## src/rtl/pipe_stage_reg.sv

```systemverilog
// Pipeline stage register with valid/ready handshake, hazard stall, flush-to-bubble.
// Define PIPE_STAGE_REG_SKID_EN to add a skid entry that cuts the out_ready -> in_ready path.
module pipe_stage_reg #(
   parameter int unsigned      WIDTH  = 64,
   parameter logic [WIDTH-1:0] BUBBLE = {WIDTH{1'b0}}
) (
   input  logic             clk,
   input  logic             rst,
   input  logic             in_valid,
   output logic             in_ready,
   input  logic [WIDTH-1:0] in_data,
   input  logic             stall_i,
   input  logic             flush_i,
   output logic             out_valid,
   input  logic             out_ready,
   output logic [WIDTH-1:0] out_data,
   output logic [1:0]       count_o
);

   typedef enum logic [1:0] {
      EMPTY = 2'd0,
      ONE   = 2'd1,
      FULL  = 2'd2
   } state_t;

   state_t           state, state_nxt;
   logic [WIDTH-1:0] main_q, main_nxt;
   logic             in_fire;
   logic             out_fire;

   assign out_valid = (state != EMPTY);
   assign out_data  = out_valid ? main_q : BUBBLE;
   assign count_o   = state;
   assign in_fire   = in_valid & in_ready;
   assign out_fire  = out_valid & out_ready & ~stall_i & ~flush_i;

`ifdef PIPE_STAGE_REG_SKID_EN
   logic [WIDTH-1:0] skid_q, skid_nxt;

   // The skid entry absorbs the word in flight, so out_ready never reaches in_ready.
   assign in_ready = ~rst & ~stall_i & ~flush_i & (state != FULL);

   always_comb begin
      // NOTE: every comb output gets a default first, so no path leaves it unassigned (no latch).
      state_nxt = state;
      main_nxt  = main_q;
      skid_nxt  = skid_q;
      if (flush_i) begin
         state_nxt = EMPTY;
         main_nxt  = BUBBLE;
         skid_nxt  = BUBBLE;
      end else if (!stall_i) begin
         case (state)
            EMPTY: begin
               if (in_fire) begin
                  state_nxt = ONE;
                  main_nxt  = in_data;
               end
            end
            ONE: begin
               if (in_fire && out_fire) begin
                  main_nxt = in_data;
               end else if (in_fire) begin
                  state_nxt = FULL;
                  skid_nxt  = in_data;
               end else if (out_fire) begin
                  state_nxt = EMPTY;
               end
            end
            FULL: begin
               if (out_fire) begin
                  state_nxt = ONE;
                  main_nxt  = skid_q;
               end
            end
            default: state_nxt = EMPTY;
         endcase
      end
   end

   always_ff @(posedge clk or posedge rst) begin
      if (rst) skid_q <= BUBBLE;
      else     skid_q <= skid_nxt;
   end
`else
   // Single entry: a held word can only be replaced when it leaves this same cycle.
   assign in_ready = ~rst & ~stall_i & ~flush_i & (~out_valid | out_ready);

   always_comb begin
      state_nxt = state;
      main_nxt  = main_q;
      if (flush_i) begin
         state_nxt = EMPTY;
         main_nxt  = BUBBLE;
      end else if (!stall_i) begin
         case (state)
            EMPTY: begin
               if (in_fire) begin
                  state_nxt = ONE;
                  main_nxt  = in_data;
               end
            end
            ONE: begin
               if (in_fire) begin
                  main_nxt = in_data;
               end else if (out_fire) begin
                  state_nxt = EMPTY;
               end
            end
            default: state_nxt = EMPTY;
         endcase
      end
   end
`endif

   always_ff @(posedge clk or posedge rst) begin
      // NOTE: non-blocking assignments on all state so every register samples pre-edge values.
      if (rst) begin
         state  <= EMPTY;
         // NOTE: the payload is reset too, so a dropped stream never leaves stale data behind.
         main_q <= BUBBLE;
      end else begin
         state  <= state_nxt;
         main_q <= main_nxt;
      end
   end

endmodule
```

## config.mk

```make
export PLATFORM = sky130hd
export DESIGN_NAME = pipe_stage_reg
export DESIGN_NICKNAME = d
export VERILOG_FILES = /design/src/rtl/pipe_stage_reg.sv
export SDC_FILE = /design/constraint.sdc
export NUM_CORES = 1
export LEC_CHECK = 0
export BUFFER_PORTS_ARGS = -buffer_cell sky130_fd_sc_hd__buf_2
export CAP_MARGIN = 10
export CORE_ASPECT_RATIO = 1.4
export CORE_MARGIN = 1.5
export CORE_UTILIZATION = 45
export CTS_CLUSTER_DIAMETER = 200
export CTS_CLUSTER_SIZE = 12
export DETAILED_ROUTE_END_ITERATION = 16
export PLACE_DENSITY = 0.75
export SETUP_SLACK_MARGIN = 0.05
export SKIP_LAST_GASP = 1
export SYNTH_ARGS = -nofsm -noshare
export SYNTH_HDL_FRONTEND = slang
export SYNTH_SLANG_ARGS = --single-unit
```

## constraint.sdc

```tcl
create_clock -name clk -period 2.5 [get_ports clk]
set_input_delay 0.125 -clock clk [delete_from_list [all_inputs] [get_ports clk]]
set_output_delay 0.125 -clock clk [all_outputs]
set_load 0.02 [all_outputs]
```

### Yosys cells after proc, flatten, opt, wreduce, memory -nomap -nowiden

Index checks and enable logic that the tools add are counted.

| word-level totals | value |
|---|---|
| register bits after elaboration | 66 |
| input port bits | 70 |
| word-level logic and storage cells | 37 |

| cells by class | value |
|---|---|
| eq/ne operators | 5 |
| mux-type cells | 11 |
| bitwise operators | 12 |
| reductions and logical operators | 7 |

Operators by type and width:

| kind | number |
|---|---|
| $mux 64 | 5 |
| $mux 2 | 5 |
| $ne 3x3->1 const B | 3 |
| $and 1x1->1 | 7 |
| $reduce_bool 2->1 | 3 |
| $not 1->1 | 4 |
| $pmux 2 s2 | 1 |
| $reduce_and 4->1 | 1 |
| $reduce_and 3->1 | 1 |
| $eq 2x1->1 const B | 1 |
| $logic_not 2->1 | 1 |
| $ne 2x1->1 const B | 1 |
| $reduce_or 2->1 | 1 |
| $or 1x1->1 | 1 |

### Logic depth before layout (Yosys ltp)

Gate-level depths: netlist (run 1).

| logic depth | value |
|---|---|
| word-level depth | 9 |
| mapped depth | 5 |
| mapped depth without buffers | 3 |

### Worst setup path before layout (run 1)

No wires, ideal clock.

| timing path | value |
|---|---|
| path kind | register -> output |
| start | register state[0] (netlist: count_o[0]) |
| end | output in_ready |
| arrival time | 1.786 ns |
| data required time | 2.375 ns |
| setup slack | 0.589 ns |
| cell stages (with the launch flop) | 3 |
| buffers on the path | 1 |
| cells stage by stage | dfrtp_1 > clkbuf_1 > a2111oi_0 |

| between the ends | value |
|---|---|
| word-level cells in the longest chain between the ends | 4 |

Ends and longest elaborated chain:

| what | RTL line | text |
|---|---|---|
| start, declared | 26 | `state_t state, state_nxt;` |
| start signal, assigned | 123 | `state <= state_nxt;` |
| $reduce_bool 2->1 | 31 | `assign out_valid = (state != EMPTY);` |
| $not 1->1 | 87 | `assign in_ready = ~rst & ~stall_i & ~flush_i & (~out_valid \| out_ready);` |
| $or 1x1->1 | 87 |  |
| $and 1x1->1 | 87 |  |
| end, declared | 10 | `output logic in_ready,` |

Every way passes these cells.

### Worst setup path after layout (run 1)

| timing path | value |
|---|---|
| start | register state[0] (netlist: count_o[0]) |
| end | register main_q[4] |

| between the ends | value |
|---|---|
| word-level cells in the longest chain between the ends | 7 |

Ends and longest elaborated chain:

| what | RTL line | text |
|---|---|---|
| $reduce_bool 2->1 | 31 |  |
| $not 1->1 | 87 |  |
| $or 1x1->1 | 87 |  |
| $and 1x1->1 | 87 |  |
| $and 1x1->1 | 34 | `assign in_fire = in_valid & in_ready;` |
| $reduce_bool 2->1 (no source line) | n/a |  |
| $reduce_and 3->1 (no source line) (*) | n/a |  |
| end signal, assigned | 124 | `main_q <= main_nxt;` |
| end, declared | 27 | `logic [WIDTH-1:0] main_q, main_nxt;` |

Every way passes the cells marked *; elsewhere a longest branch is shown, timed or not.
A chain may end at the register's enable or synchronous reset.

==> results of run 1 <==
## routing by layer
metal,vias up,track usage (%)
met3,16,5.42
li1,1223,-
met1,1202,22.5
met5,-,0
met4,0,9.82
met2,87,30.7
## synth_stat cells
cell type,number
sky130_fd_sc_hd__dfrtp_1,65
sky130_fd_sc_hd__and2_1,64
sky130_fd_sc_hd__nor2b_1,60
sky130_fd_sc_hd__mux2_4,49
sky130_fd_sc_hd__mux2_2,15
sky130_fd_sc_hd__clkbuf_1,13
sky130_fd_sc_hd__buf_6,6
sky130_fd_sc_hd__and2b_1,4
sky130_fd_sc_hd__inv_1,3
sky130_fd_sc_hd__buf_4,2
sky130_fd_sc_hd__a2111oi_0,1
sky130_fd_sc_hd__buf_2,1
sky130_fd_sc_hd__clkbuf_2,1
sky130_fd_sc_hd__conb_1,1
sky130_fd_sc_hd__nor2_1,1
sky130_fd_sc_hd__nor4b_2,1
sky130_fd_sc_hd__o21ai_1,1
sky130_fd_sc_hd__o31ai_1,1
## cell families (layout without fill, tap and decap cells)
kind of cell    Yosys count  count (layout)  synth area share (%)
simple gates            130             130                  23.3
mux                      64              64                  25.6
flops                    65              65                  46.0
other cells               1               1                 0.106
compound gates            3               3                 0.602
buf+inv                  26             183                  4.32
## cells in the final DEF (no fill, tap or decap), drive strengths merged, types with 3 or more instances in the layout
cell type    instances
clkbuf              14
mux2                64
dfrtp               65
and2b                4
nor2b               60
inv                  3
and2                64
dlygate4sd3         24
buf                142
## cell type report
type | count | area [um2]
flip-flops and latches | 65 | 1630
repair buffers | 166 | 991
well taps | 100 | 125
clock buffers | 14 | 163
inverters | 3 | 11.3
multi-input cells | 198 | 1770
fillers | 649 | 3020
## worst max-delay path: stages (launching register included)
cell and delay, ps:
sky130_fd_sc_hd__dfrtp_1 340, sky130_fd_sc_hd__inv_1 80, sky130_fd_sc_hd__o21ai_4 780, sky130_fd_sc_hd__buf_4 340, sky130_fd_sc_hd__mux2_2 350
## flip-flops by register name, indices dropped and copies added (netlist names)
signal	flops
count_o	1
main_q	64
## timing repair
action | in CTS | in global routing
hold endpoints to repair | 36 | 13
buffers inserted | 0 | 0
setup endpoints to repair | 0 | 0
hold buffers | 11 | 13
## per-stage QoR
step	setup WS (ps)	utilization [%]	hold WS, ps	instance area [um2]	cells
floorplan	589	-	274	3530	289
global placement	525	55.6	243	4280	508
detailed placement	474	55.6	256	4280	508
CTS	471	59.1	0.157	4550	533
global route	386	60.8	0.558	4680	546
finish	490	60.8	23.6	4680	546
## final timing paths
kind	depth (start not counted)	startpoint	to	slack [ps]
worst max-delay path	4	count_o[0]	main_q[4]	490
worst min-delay path	2	in_data[63]	main_q[63]	20
worst max register to register	4	count_o[0]	main_q[4]	490
worst min register to register	2	main_q[51]	main_q[51]	620
max in group asynchronous	4	rst	main_q[13]	1410
min in group asynchronous	3	rst	main_q[1]	450
## where the power goes
part | total, mW | switching [mW] | leakage [nW] | internal (mW)
registers | 1.10 | 0.0154 | 0.894 | 1.09
clock network | 0.770 | 0.365 | 0.0826 | 0.405
logic | 0.268 | 0.121 | 1.71 | 0.147
total | 2.14 | 0.501 | 2.68 | 1.64
==> results by stage, run 1 <==
Run status:
- The flow ran to the end, and the final reports show no timing, DRC or antenna violations.

Global routing:
- The first-pass GRT wire length is 12200 um.
- The number of global-route vias before repair came to 2644.
- Entering global routing, the biggest net connects 68 pins.
- For this run the aggregate overflow at the end of global routing stands at 0.
- Global routing consumed, over all layers together, 18.9% of the routing resources.
- The initial antenna violation count came to 0.

Detailed routing:
- The top layer used by detailed routing is met4.
- In the routed layout, each cell is associated on average with a via count of 4.63.
- The DRC violation total after the first TritonRoute iteration is 82.
- The wire length per cell after detailed routing is 14.2 um.
- The number of search-and-repair iterations in the first detailed-routing pass is 4.
- After detailed routing, the total wire length is 7770 um.
- Once detail routing completed, the nets flagged for antenna violations numbered 0.
- Wire segments on met3 add up to 367 um in the final route.
- The remaining design rule violation count is 0.
- In the detailed route, the total length drawn on met2 is 3880 um.
- The detailed router placed 2528 vias in this run.
- In the final routing, the length of wire on met1 measures 3310 um.

Placed design:
- During placement, the flow inserted port buffers numbering 136.
- The last weighted congestion value of the routability-driven placer is 0.779.
- The detailed placer's ending HPWL is 4960 um.

Critical path:
- The kind of critical path is flip-flop to flip-flop.
- STA classifies the critical path startpoint as a flip-flop.
- The arrival time of data at the critical path endpoint is 2230 ps.
- The required arrival time at the worst endpoint is 2720 ps.
- The category of the worst setup path capture point is a flip-flop.
- The maximum net fanout on the critical path is 22.

STA:
- The minimum period implied by the final worst setup slack is 2010 ps.
- At the pin with the least slew margin, the transition time is 977 ps.
- Setup repair after global routing left no endpoint under its margin.
- Measured against its own limit, the worst slew margin works out to 34.6%.
- The ratio of final minimum period to clock period is 80.4%.
- The number of hold violations in the final report is 0.
- The total negative setup slack is 0 ps.
- The final count of pins violating max slew was 0.
- For the final database, setup skew stands at 7.17 ps.
- Static timing analysis puts the maximum clock frequency at 498 MHz.
- Setup violations remaining at the end of the flow were counted as 0.

Finish:
- The relative area change from synthesis to final layout is 32.5%.
- The post-route netlist has 49.3% of its cells at a drive strength greater than 1.
- The repair_antennas step left the layout with diodes totalling 0.
- The final layout contains 513 nets.

Yosys:
- After synthesis, the largest area contributor takes up 46.0% of total cell area.
- The biggest area contributor in the post-synthesis netlist is sky130_fd_sc_hd__dfrtp_1.
- The cell area that synthesis handed to floorplanning was 3530 um2.
- Synthesis inferred 65 register bits.
- The synthesized netlist net count is 359.
- After synthesis, the netlist uses 18 different library cells.
- In the post-synthesis netlist, the biggest area contributors are sky130_fd_sc_hd__dfrtp_1 (46%), sky130_fd_sc_hd__mux2_4 (21%), sky130_fd_sc_hd__and2_1 (11%).
- The per-instance average area after synthesis is 12.2 um2.
- The count of warnings emitted by yosys is 0.
- Counting every instance in the synthesized netlist gives 289.
- After synthesis, flip-flops and latches occupy 46.0% of the total area.

Clock tree:
- The clock transition at the register clock pins on the worst setup and hold paths after CTS is 70 ps.
- The later-pin clock latency in the skew report is 340 ps.
- In this run the number of H-tree levels came out at 3.
- Clock tree synthesis inserted a total of 9 buffers.
- The clock root buffer is sky130_fd_sc_hd__clkbuf_8.
- The number of clock sinks is 65.
- The clock passes through at most 2 buffers.
- The number of instances resized during post-cts repair is 0.
- The CTS tree is done.

Floorplanning:
- The placement row count is 38.
- The core region is 7700 um2.
- In this run the horizontal extent of the chip is 77.9 um.
- Once the floorplan was initialized, standard cells occupied 45.9% of the core.
- For this design the top-level I/O count stands at 138.
- From bottom edge to top edge, the die measures 108 um.
- The die area is 8400 um2.

Pwr:
- IR analysis of the VDD net gives a maximum drop of 0.258 mV.
- Dividing total power by cell area gives a power density of 457 nW/um2.
- The reported leakage power is 2.68 nW.
- The design draws 2.14 mW.

Min path:
- The tightest min-delay check is of the input pin to flip-flop type.

Run:
- The max-capacitance violation count is 0.
No activity file was read; power rests on OpenSTA's default activity.
==> inputs of run 2 (changes only) <==
--- a/config.mk
+++ b/config.mk
@@ -5,6 +5,7 @@
 export SDC_FILE = /design/constraint.sdc
 export NUM_CORES = 1
 export LEC_CHECK = 0
+export ABC_AREA = 1
 export BUFFER_PORTS_ARGS = -buffer_cell sky130_fd_sc_hd__buf_2
 export CAP_MARGIN = 10
 export CORE_ASPECT_RATIO = 1.4
@@ -13,7 +14,7 @@
 export CTS_CLUSTER_DIAMETER = 200
 export CTS_CLUSTER_SIZE = 12
 export DETAILED_ROUTE_END_ITERATION = 16
-export PLACE_DENSITY = 0.75
+export PLACE_DENSITY = 0.77
 export SETUP_SLACK_MARGIN = 0.05
 export SKIP_LAST_GASP = 1
 export SYNTH_ARGS = -nofsm -noshare
==> constraint.sdc (replaced) <==
create_clock -name clk -period 1.8 [get_ports clk]
set_input_delay 0.09 -clock clk [delete_from_list [all_inputs] [get_ports clk]]
set_output_delay 0.09 -clock clk [all_outputs]
set_load 0.02 [all_outputs]
==> run 2 against run 1 <==
Critical path depth grew 1. Area after synthesis up 1.3%. First-iteration DRC count increased by 150%. Cell area is 4.6% higher. Total power up 46%. Cell count is 29% higher. Setup slack got worse by 310 ps. Clock skew up 3.9 ps. Utilization is 2.4 points higher. Non-clock buffer count increased by 29. Critical path type is now flip-flop to primary output.
==> results by stage, run 2 <==
Clock tree:
- The number of instances resized during post-cts repair is 0 (unchanged).
- The later-pin clock latency in the skew report is 330 ps (about the same).
- The CTS H-tree depth was 3 (unchanged).
- The tree is rooted in a sky130_fd_sc_hd__clkbuf_8.
- TritonCTS built the clock tree.
- The deepest clock path buffer count is 2 (unchanged).
- The number of clock sinks is 65 (unchanged).
- The number of clock buffers inserted by TritonCTS is 9 (unchanged).
- The number of buffers added for setup after CTS is 0 (unchanged).
- The clock transition at the register clock pins on the worst setup and hold paths after CTS came to 70 ps (about the same).

Finish:
- The design area is 4900 um2 (+4.6%).
- The final net count is 672 (+31%).
- The number of standard cells in the final layout excluding fillers was 707 (+29%).
- The share of cells above drive strength 1 was 35.6% (-14 points).
- The area occupied by registers is 1630 um2 (about the same).
- In the layout the commonest cells are sky130_fd_sc_hd__buf_2 (135), sky130_fd_sc_hd__nand2_1 (130), sky130_fd_sc_hd__nand3_1 (78).
- The register containing the most flip-flops in the final layout is main_q.
- The total area of multi-input combinational cells is 1420 um2 (-20%).
- The most common cell after layout, fill and taps aside is sky130_fd_sc_hd__buf_2.
- The number of flip-flops in the largest register is 64 (unchanged).
- The relative area change from synthesis to final layout is 36.8%.
- The diode insertion count for antenna repair is 0 (unchanged).
- The count of fill cells added during filler insertion is 676 (+4.2%).

Pwr:
- The worst supply voltage drop on vdd is 0.427 mV (+66%).
- The reported leakage power is 3.14 nW (+17%).
- The total power per unit cell area came to 637 nW/um2 (+39%).

Placed design:
- The cell area after placement is 4200 um2 (-1.8%).
- The detailed placer's ending HPWL came to 5520 um (+11%).
- The placed instance count is 641 (+26%).
- The last weighted congestion value of the routability-driven placer was 0.782 (+0.39%).
- The count of port buffers added during placement is 136 (unchanged).
- The setup slack at placement was 410 ps (-64.0 ps).

Yosys:
- In the synthesized netlist the dominant register cell turns out to be sky130_fd_sc_hd__dfrtp_1.
- Ranked by instance count, the synthesized netlist is headed by sky130_fd_sc_hd__nand2_1 (130), sky130_fd_sc_hd__nand3_1 (78), sky130_fd_sc_hd__inv_1 (67).
- The synthesized netlist net count is 503 (+40%).
- The post-synth design cell area came to 3580 um2 (+1.3%).
- The share of the synthesized area in the top cell type came to 45.4% (-0.61 points).
- The number of distinct library cell variants in the gate-level netlist after synthesis is 17 (-1).
- The number of enable flip-flop cells after synthesis is 0 (unchanged).
- By area the synthesized netlist is led by sky130_fd_sc_hd__dfrtp_1 (45%), sky130_fd_sc_hd__nand3_2 (14%), sky130_fd_sc_hd__nand2_1 (14%).
- The cell taking the most area after synthesis is sky130_fd_sc_hd__dfrtp_1.
- The sequential element share of the synthesized area is 45.4% (-0.61 points).
- The count of warnings emitted by yosys was 0 (unchanged).
- The async set-reset flop share out of synthesis was 100% (unchanged).
- The gate count of the mapped netlist is 433 (+50%).
- The cell with the most instances after synthesis is sky130_fd_sc_hd__nand2_1.
- The post-synthesis sequential element count is 65 (unchanged).
- The per-instance average area after synthesis is 8.27 um2 (-32%).

Global routing:
- The met1 routing resource usage after global routing is 25.7% (+3.2 points).
- The first-pass GRT wire length is 14600 um (+20%).
- The initial antenna violation count is 0 (unchanged).
- The maximum number of pins on one net before global-route repair is 66 (-2.9%).
- The number of global-route vias before repair was 3217 (+22%).
- The global-route usage over all layers is 21.9% (+3.1 points).
- The global-route met3 utilization was 2.53% (-2.9 points).
- The met2 layer usage reported by global route is 38.3% (+7.6 points).
- The total congestion overflow is 0 (unchanged).
- The highest-utilization routing layer at the global route stage is met2.

STA:
- The worst-case setup margin in the final layout came to 177 ps (-313 ps).
- Based on the critical path, the design can be clocked at up to 616 MHz.
- The number of hold violations in the final report is 0 (unchanged).
- The minimum period implied by the final worst setup slack is 1620 ps.
- The setup-violating endpoint count in the final report is 0 (unchanged).
- The final count of pins violating max slew was 0 (unchanged).
- The worst-case headroom to the max-slew limit is 47.8% (+13 points).
- The clock skew after layout came to 11.1 ps (+3.89 ps).
- The ratio of final minimum period to clock period is 90.1%.
- The slew at the pin closest to its max-slew limit is 783 ps (-194 ps).
- Setup repair after global routing left no endpoint under its margin.

Critical path:
- The required arrival time at the worst endpoint is 1710 ps (-1010 ps).
- The kind of launch point of the worst setup path is a flip-flop.
- The worst setup path is of the flip-flop to primary output kind.
- The maximum net fanout on the critical path came to 45 (+100%).
- STA classifies the critical path endpoint as a primary output.
- The arrival time of data at the critical path endpoint is 1530 ps (-700 ps).
- The minimum setup slack among reg-to-reg paths is 390 ps (-100 ps).

Detailed routing:
- The post-detailed-route count of antenna-violating nets came to 0 (unchanged).
- The number of search-and-repair iterations in the first detailed-routing pass is 4 (unchanged).
- The total via count after detailed routing is 3437 (+36%).
- The DRC violation total after the first TritonRoute iteration is 202 (+150%).
- The number of vias per cell after detailed routing is 4.86 (+5.0%).
- The total wire length came to 8920 um (+15%).
- The remaining design rule violation count is 0 (unchanged).
- The wire length per cell after detailed routing was 12.6 um (-11%).

Floorplanning:
- The die boundary width came to 78.4 um (+0.64%).
- The placement row count is 38 (unchanged).
- The die area was 8510 um2 (+1.3%).
- The count of pins on the block boundary is 138 (unchanged).
- The initial cell density of the core is 46.2% (+0.33 points).
- The core area was 7750 um2 (+0.62%).
- The die boundary height came to 109 um (+0.65%).

Min path:
- The class of the most critical hold timing path is input pin to flip-flop.

Run status:
- The run finished with clean final reports.

Run:
- The max-capacitance violation count is 0 (unchanged).
[run 2: cell count changes in the layout (fill, tap and decap cells not counted), sizes merged, moves of 2 or more]
| cell | change |
|---|---|
| nand2 | +131 |
| nand3 | +128 |
| and2 | -64 |
| mux2 | -64 |
| inv | +63 |
| nor2b | -60 |
| dlygate4sd3 | +26 |
| and2b | -4 |
| buf | +3 |
| clkinv | +2 |
[run 2: timing repair]
action | 4_1_cts | 5_1_grt
hold buffers | 50 | 0
hold endpoints to repair | 50 | 0
endpoints found under the setup margin | 0 | 0
[run 2: path summary, 6_finish.rpt]
kind                        startpoint         end  cells past startpoint
hold / removal             in_data[21]  main_q[21]                      3
min in group asynchronous          rst  main_q[11]                      3
setup / recovery            count_o[0]    in_ready                      5
setup reg to reg            count_o[0]  main_q[13]                      5
max in group asynchronous          rst  count_o[0]                      3
hold reg to reg             main_q[60]  main_q[60]                      2
[run 2: cells by family (layout without fill, tap and decap cells)]
logic type	Yosys count	after routing	share of synthesized area, %
AND/OR/NAND/NOR	262	262	39.3
buffers and inverters	104	278	14.9
flip-flops	65	65	45.4
other	1	1	0.105
AO/OA/AOI/OAI	1	1	0.210
[run 2: cell type report]
class | instances | area share (%)
Timing Repair Buffer | 195 | 26.1
Multi-Input combinational cell | 264 | 29.0
Tap cell | 100 | 2.55
Inverter | 67 | 5.21
Clock inverter | 2 | 0.204
Sequential cell | 65 | 33.2
Clock buffer | 14 | 3.73
[run 2: critical path: stages (launching register included)]
cell and delay, ps:
sky130_fd_sc_hd__dfrtp_2 410, sky130_fd_sc_hd__nand2_1 100, sky130_fd_sc_hd__nand2_2 70, sky130_fd_sc_hd__nor2_4 120, sky130_fd_sc_hd__buf_12 270, sky130_fd_sc_hd__buf_2 220
[run 2: per-layer routing]
| layer | wire length [um] | up-vias |
|---|---|---|
| met5 | 0 | - |
| met4 | 366 | 0 |
| met3 | 378 | 33 |
| met2 | 4690 | 127 |
| met1 | 3490 | 1607 |
| li1 | - | 1670 |
[run 2: per-stage QoR]
| stage | TNS, ps | hold slack (ps) | utilization, % | power (mW) |
|---|---|---|---|---|
| floorplan | -2440 | 218 | - | 1.79 |
| detailed placement | 0 | 326 | 54.2 | 1.91 |
| finish | 0 | 12.5 | 63.2 | 3.12 |
| global route | 0 | 4.48 | 63.2 | 3.27 |
| global placement | 0 | 322 | 54.2 | 1.90 |
| CTS | 0 | 0.0949 | 63.2 | 3.16 |
[run 2: report_power, final]
part / switching [mW] / internal, mW
clock: 0.505 / 0.647
sequential: 0.0270 / 1.51
combinational: 0.242 / 0.187
==> inputs of run 3 (changes only) <==
--- a/config.mk
+++ b/config.mk
@@ -10,11 +10,11 @@
 export CAP_MARGIN = 10
 export CORE_ASPECT_RATIO = 1.4
 export CORE_MARGIN = 1.5
-export CORE_UTILIZATION = 45
-export CTS_CLUSTER_DIAMETER = 200
+export CORE_UTILIZATION = 49
+export CTS_CLUSTER_DIAMETER = 40
 export CTS_CLUSTER_SIZE = 12
 export DETAILED_ROUTE_END_ITERATION = 16
-export PLACE_DENSITY = 0.77
+export PLACE_DENSITY = 0.8
 export SETUP_SLACK_MARGIN = 0.05
 export SKIP_LAST_GASP = 1
 export SYNTH_ARGS = -nofsm -noshare
==> constraint.sdc (replaced) <==
create_clock -name clk -period 1.6 [get_ports clk]
set_input_delay 0.08 -clock clk [delete_from_list [all_inputs] [get_ports clk]]
set_output_delay 0.08 -clock clk [all_outputs]
set_load 0.02 [all_outputs]
==> run 3 against run 2 <==
Routed wire length increased by 9.9%. Combinational power increased by 27%. Flip-flop and latch count unchanged. Register-to-register slack got worse by 200 ps. Sequential power increased by 12%. Sequential share of layout area decreased by 1.2 points. Global-route usage increased by 4.2 points. Count of clock-buffer cells in the layout decreased by 2. Die area decreased by 7.9%. Setup slack got worse by 48 ps. Total power increased by 9.4%. Critical endpoint unchanged. Largest power group unchanged. Highest routed layer unchanged.
==> results by stage, run 3 (synthesis gave the netlist of run 2 again) <==
Run status:
- The flow ran to the end, and the final reports show no timing, DRC or antenna violations.

Finish:
- Relative to the synthesized area, the layout overhead comes to 42.1%.
- Leaving out fill and tap cells, the most frequent cells in the layout are sky130_fd_sc_hd__buf_2 (134), sky130_fd_sc_hd__nand2_1 (130), sky130_fd_sc_hd__nand3_1 (78).
- The number of flip-flops in the largest register is 64 (unchanged).
- The area occupied by registers is 1630 um2 (unchanged).
- main_q holds more flip-flops than any other register.
- The share of cells above drive strength 1 came to 34.7% (-0.86 points).
- The diode insertion count for antenna repair is 0 (unchanged).
- The number of standard cells in the final layout excluding fillers is 717 (+1.4%).
- The count of fill cells added during filler insertion is 519 (-23%).
- The library cell used most frequently in the layout, excluding fill and tap cells, is sky130_fd_sc_hd__buf_2.
- The total area of multi-input combinational cells is 1420 um2 (unchanged).
- The final net count is 690 (+2.7%).

STA:
- The setup-violating endpoint count in the final report was 0 (unchanged).
- The fmax is 680 MHz.
- Of the available clock period, the critical path in the final layout requires 91.9%.
- The final count of pins violating max slew is 0 (unchanged).
- The worst-case setup margin in the final layout is 130 ps (-47.5 ps).
- The number of hold violations in the final report is 0 (unchanged).
- The slew at the pin closest to its max-slew limit is 804 ps (+21.1 ps).
- The worst-case headroom to the max-slew limit is 46.4% (-1.4 points).
- Setup repair after global routing left no endpoint under its margin.
- The minimum period implied by the final worst setup slack is 1470 ps.
- The clock skew after layout is 6.64 ps (-4.42 ps).

Detailed routing:
- The DRC violation total after the first TritonRoute iteration came to 233 (+15%).
- The total wire length is 9810 um (+9.9%).
- The number of vias per cell after detailed routing was 4.93 (+1.4%).
- The total via count after detailed routing is 3534 (+2.8%).
- The remaining design rule violation count was 0 (unchanged).
- The post-detailed-route count of antenna-violating nets is 0 (unchanged).
- The wire length per cell after detailed routing was 13.7 um (+8.4%).
- The number of search-and-repair iterations in the first detailed-routing pass is 5 (+1).

Clock tree:
- The number of clock sinks is 65 (unchanged).
- The clock transition at the register clock pins on the worst setup and hold paths after CTS is 60 ps (about the same).
- The later-pin clock latency in the skew report is 340 ps (about the same).
- The number of clock buffers inserted by TritonCTS is 9 (unchanged).
- The CTS H-tree depth came to 3 (unchanged).
- The deepest clock path buffer count is 2 (unchanged).
- The clock root buffer is sky130_fd_sc_hd__clkbuf_8.
- TritonCTS built the clock tree.

Floorplanning:
- The die boundary width is 75.3 um (-4.0%).
- The initial cell density of the core is 51.0% (+4.8 points).
- The placement row count came to 36 (-5.3%).
- The count of pins on the block boundary is 138 (unchanged).
- The die boundary height is 104 um (-4.1%).
- The die area came to 7840 um2 (-7.9%).
- The core area is 7030 um2 (-9.3%).

Pwr:
- The reported leakage power is 3.22 nW (+2.5%).
- The total power per unit cell area is 671 nW/um2 (+5.3%).
- The worst supply voltage drop on vdd is 0.561 mV (+31%).

Placed design:
- The detailed placer's ending HPWL is 5210 um (-5.5%).
- The placed instance count is 634 (-1.1%).
- The last weighted congestion value of the routability-driven placer is 0.732 (-6.4%).
- The setup slack at placement was 185 ps (-225 ps).
- The count of port buffers added during placement is 136 (unchanged).

Min path:
- The worst hold path depth is 3 (unchanged).
- The startpoint identified for the worst hold timing path is stall_i.
- The class of the most critical hold timing path is input pin to flip-flop.
- The path with the worst hold slack has its endpoint at count_o[0].

Critical path:
- The minimum setup slack among reg-to-reg paths was 190 ps (-200 ps).
- The number of cells on the worst reg-to-reg path was 7 (+2).
- The maximum net fanout on the critical path was 7 (-84%).
- The arrival time of data at the critical path endpoint is 1390 ps (-140 ps).
- In this run the critical register-to-register path is captured at main_q[58].
- The required arrival time at the worst endpoint came to 1520 ps (-190 ps).
- STA classifies the critical path endpoint as a primary output.
- The startpoint identified for the worst register-to-register timing path is count_o[0].
- The worst setup path is launched from a flip-flop.
- The kind of critical path is flip-flop to primary output.

Global routing:
- The initial antenna violation count was 0 (unchanged).
- The global-route usage over all layers is 26.2% (+4.2 points).
- The number of global-route vias before repair came to 3422 (+6.4%).
- The total congestion overflow is 0 (unchanged).
- The maximum number of pins on one net before global-route repair is 68 (+3.0%).
- The first-pass GRT wire length is 15700 um (+7.3%).

Run:
- The max-capacitance violation count is 0 (unchanged).
run 3: layout make-up:
| cell class | count | share of cell area, % |
|---|---|---|
| Sequential cell | 65 | 32.0 |
| Timing Repair Buffer | 213 | 29.8 |
| Multi-Input combinational cell | 264 | 27.9 |
| Inverter | 67 | 5.02 |
| Clock buffer | 12 | 2.85 |
| Tap cell | 95 | 2.34 |
| Clock inverter | 1 | 0.0984 |
run 3: stage by stage:
stage	total power, mW	hold WS (ps)	util, %	instance area (um2)	TNS (ps)
4_1_cts	3.42	33.4	71.8	5040	0
3_3_place_gp	2.15	311	60.1	4220	0
6_report	3.41	41.5	72.4	5090	0
3_5_place_dp	2.16	314	60.1	4220	0
2_1_floorplan	2.01	208	-	3610	-14320
5_1_grt	3.57	47.4	72.4	5090	0
run 3: power breakdown:
group / internal [mW] / switching, mW
sequential: 1.70 / 0.0311
clock: 0.577 / 0.561
combinational: 0.253 / 0.290
run 3: repair_timing:
item	CTS	global route
gates cloned	1	0
endpoints found under the setup margin	1	18
pin swaps	0	1
hold buffers	64	0
gates resized for setup	0	2
endpoints found under the hold margin	64	0
buffers inserted	0	5
run 3: metal layers:
metal	track usage, %	share of wire [%]
met5	0	0
met4	10.6	2.2
met3	5.43	5.3
met2	44.3	54
met1	31.5	39
run 3: critical path, cell delays in order (launching register included):
cell,delay [ps]
sky130_fd_sc_hd__dfrtp_2,420
sky130_fd_sc_hd__nand2_1,100
sky130_fd_sc_hd__nand2_2,70
sky130_fd_sc_hd__nor2_4,190
sky130_fd_sc_hd__buf_12,140
sky130_fd_sc_hd__buf_4,130
run 3: how the worst max path moves through the flow:
stage | depth (start not counted) | startpoint | slack, ps | end
floorplan | 6 | rst | -240 | main_q[38]
global placement | 5 | count_o[0] | 260 | main_q[61]
detailed placement | 5 | count_o[0] | 190 | main_q[17]
CTS | 5 | count_o[0] | 70 | in_ready
global route | 4 | count_o[0] | 60 | out_data[21]
finish | 5 | count_o[0] | 130 | in_ready
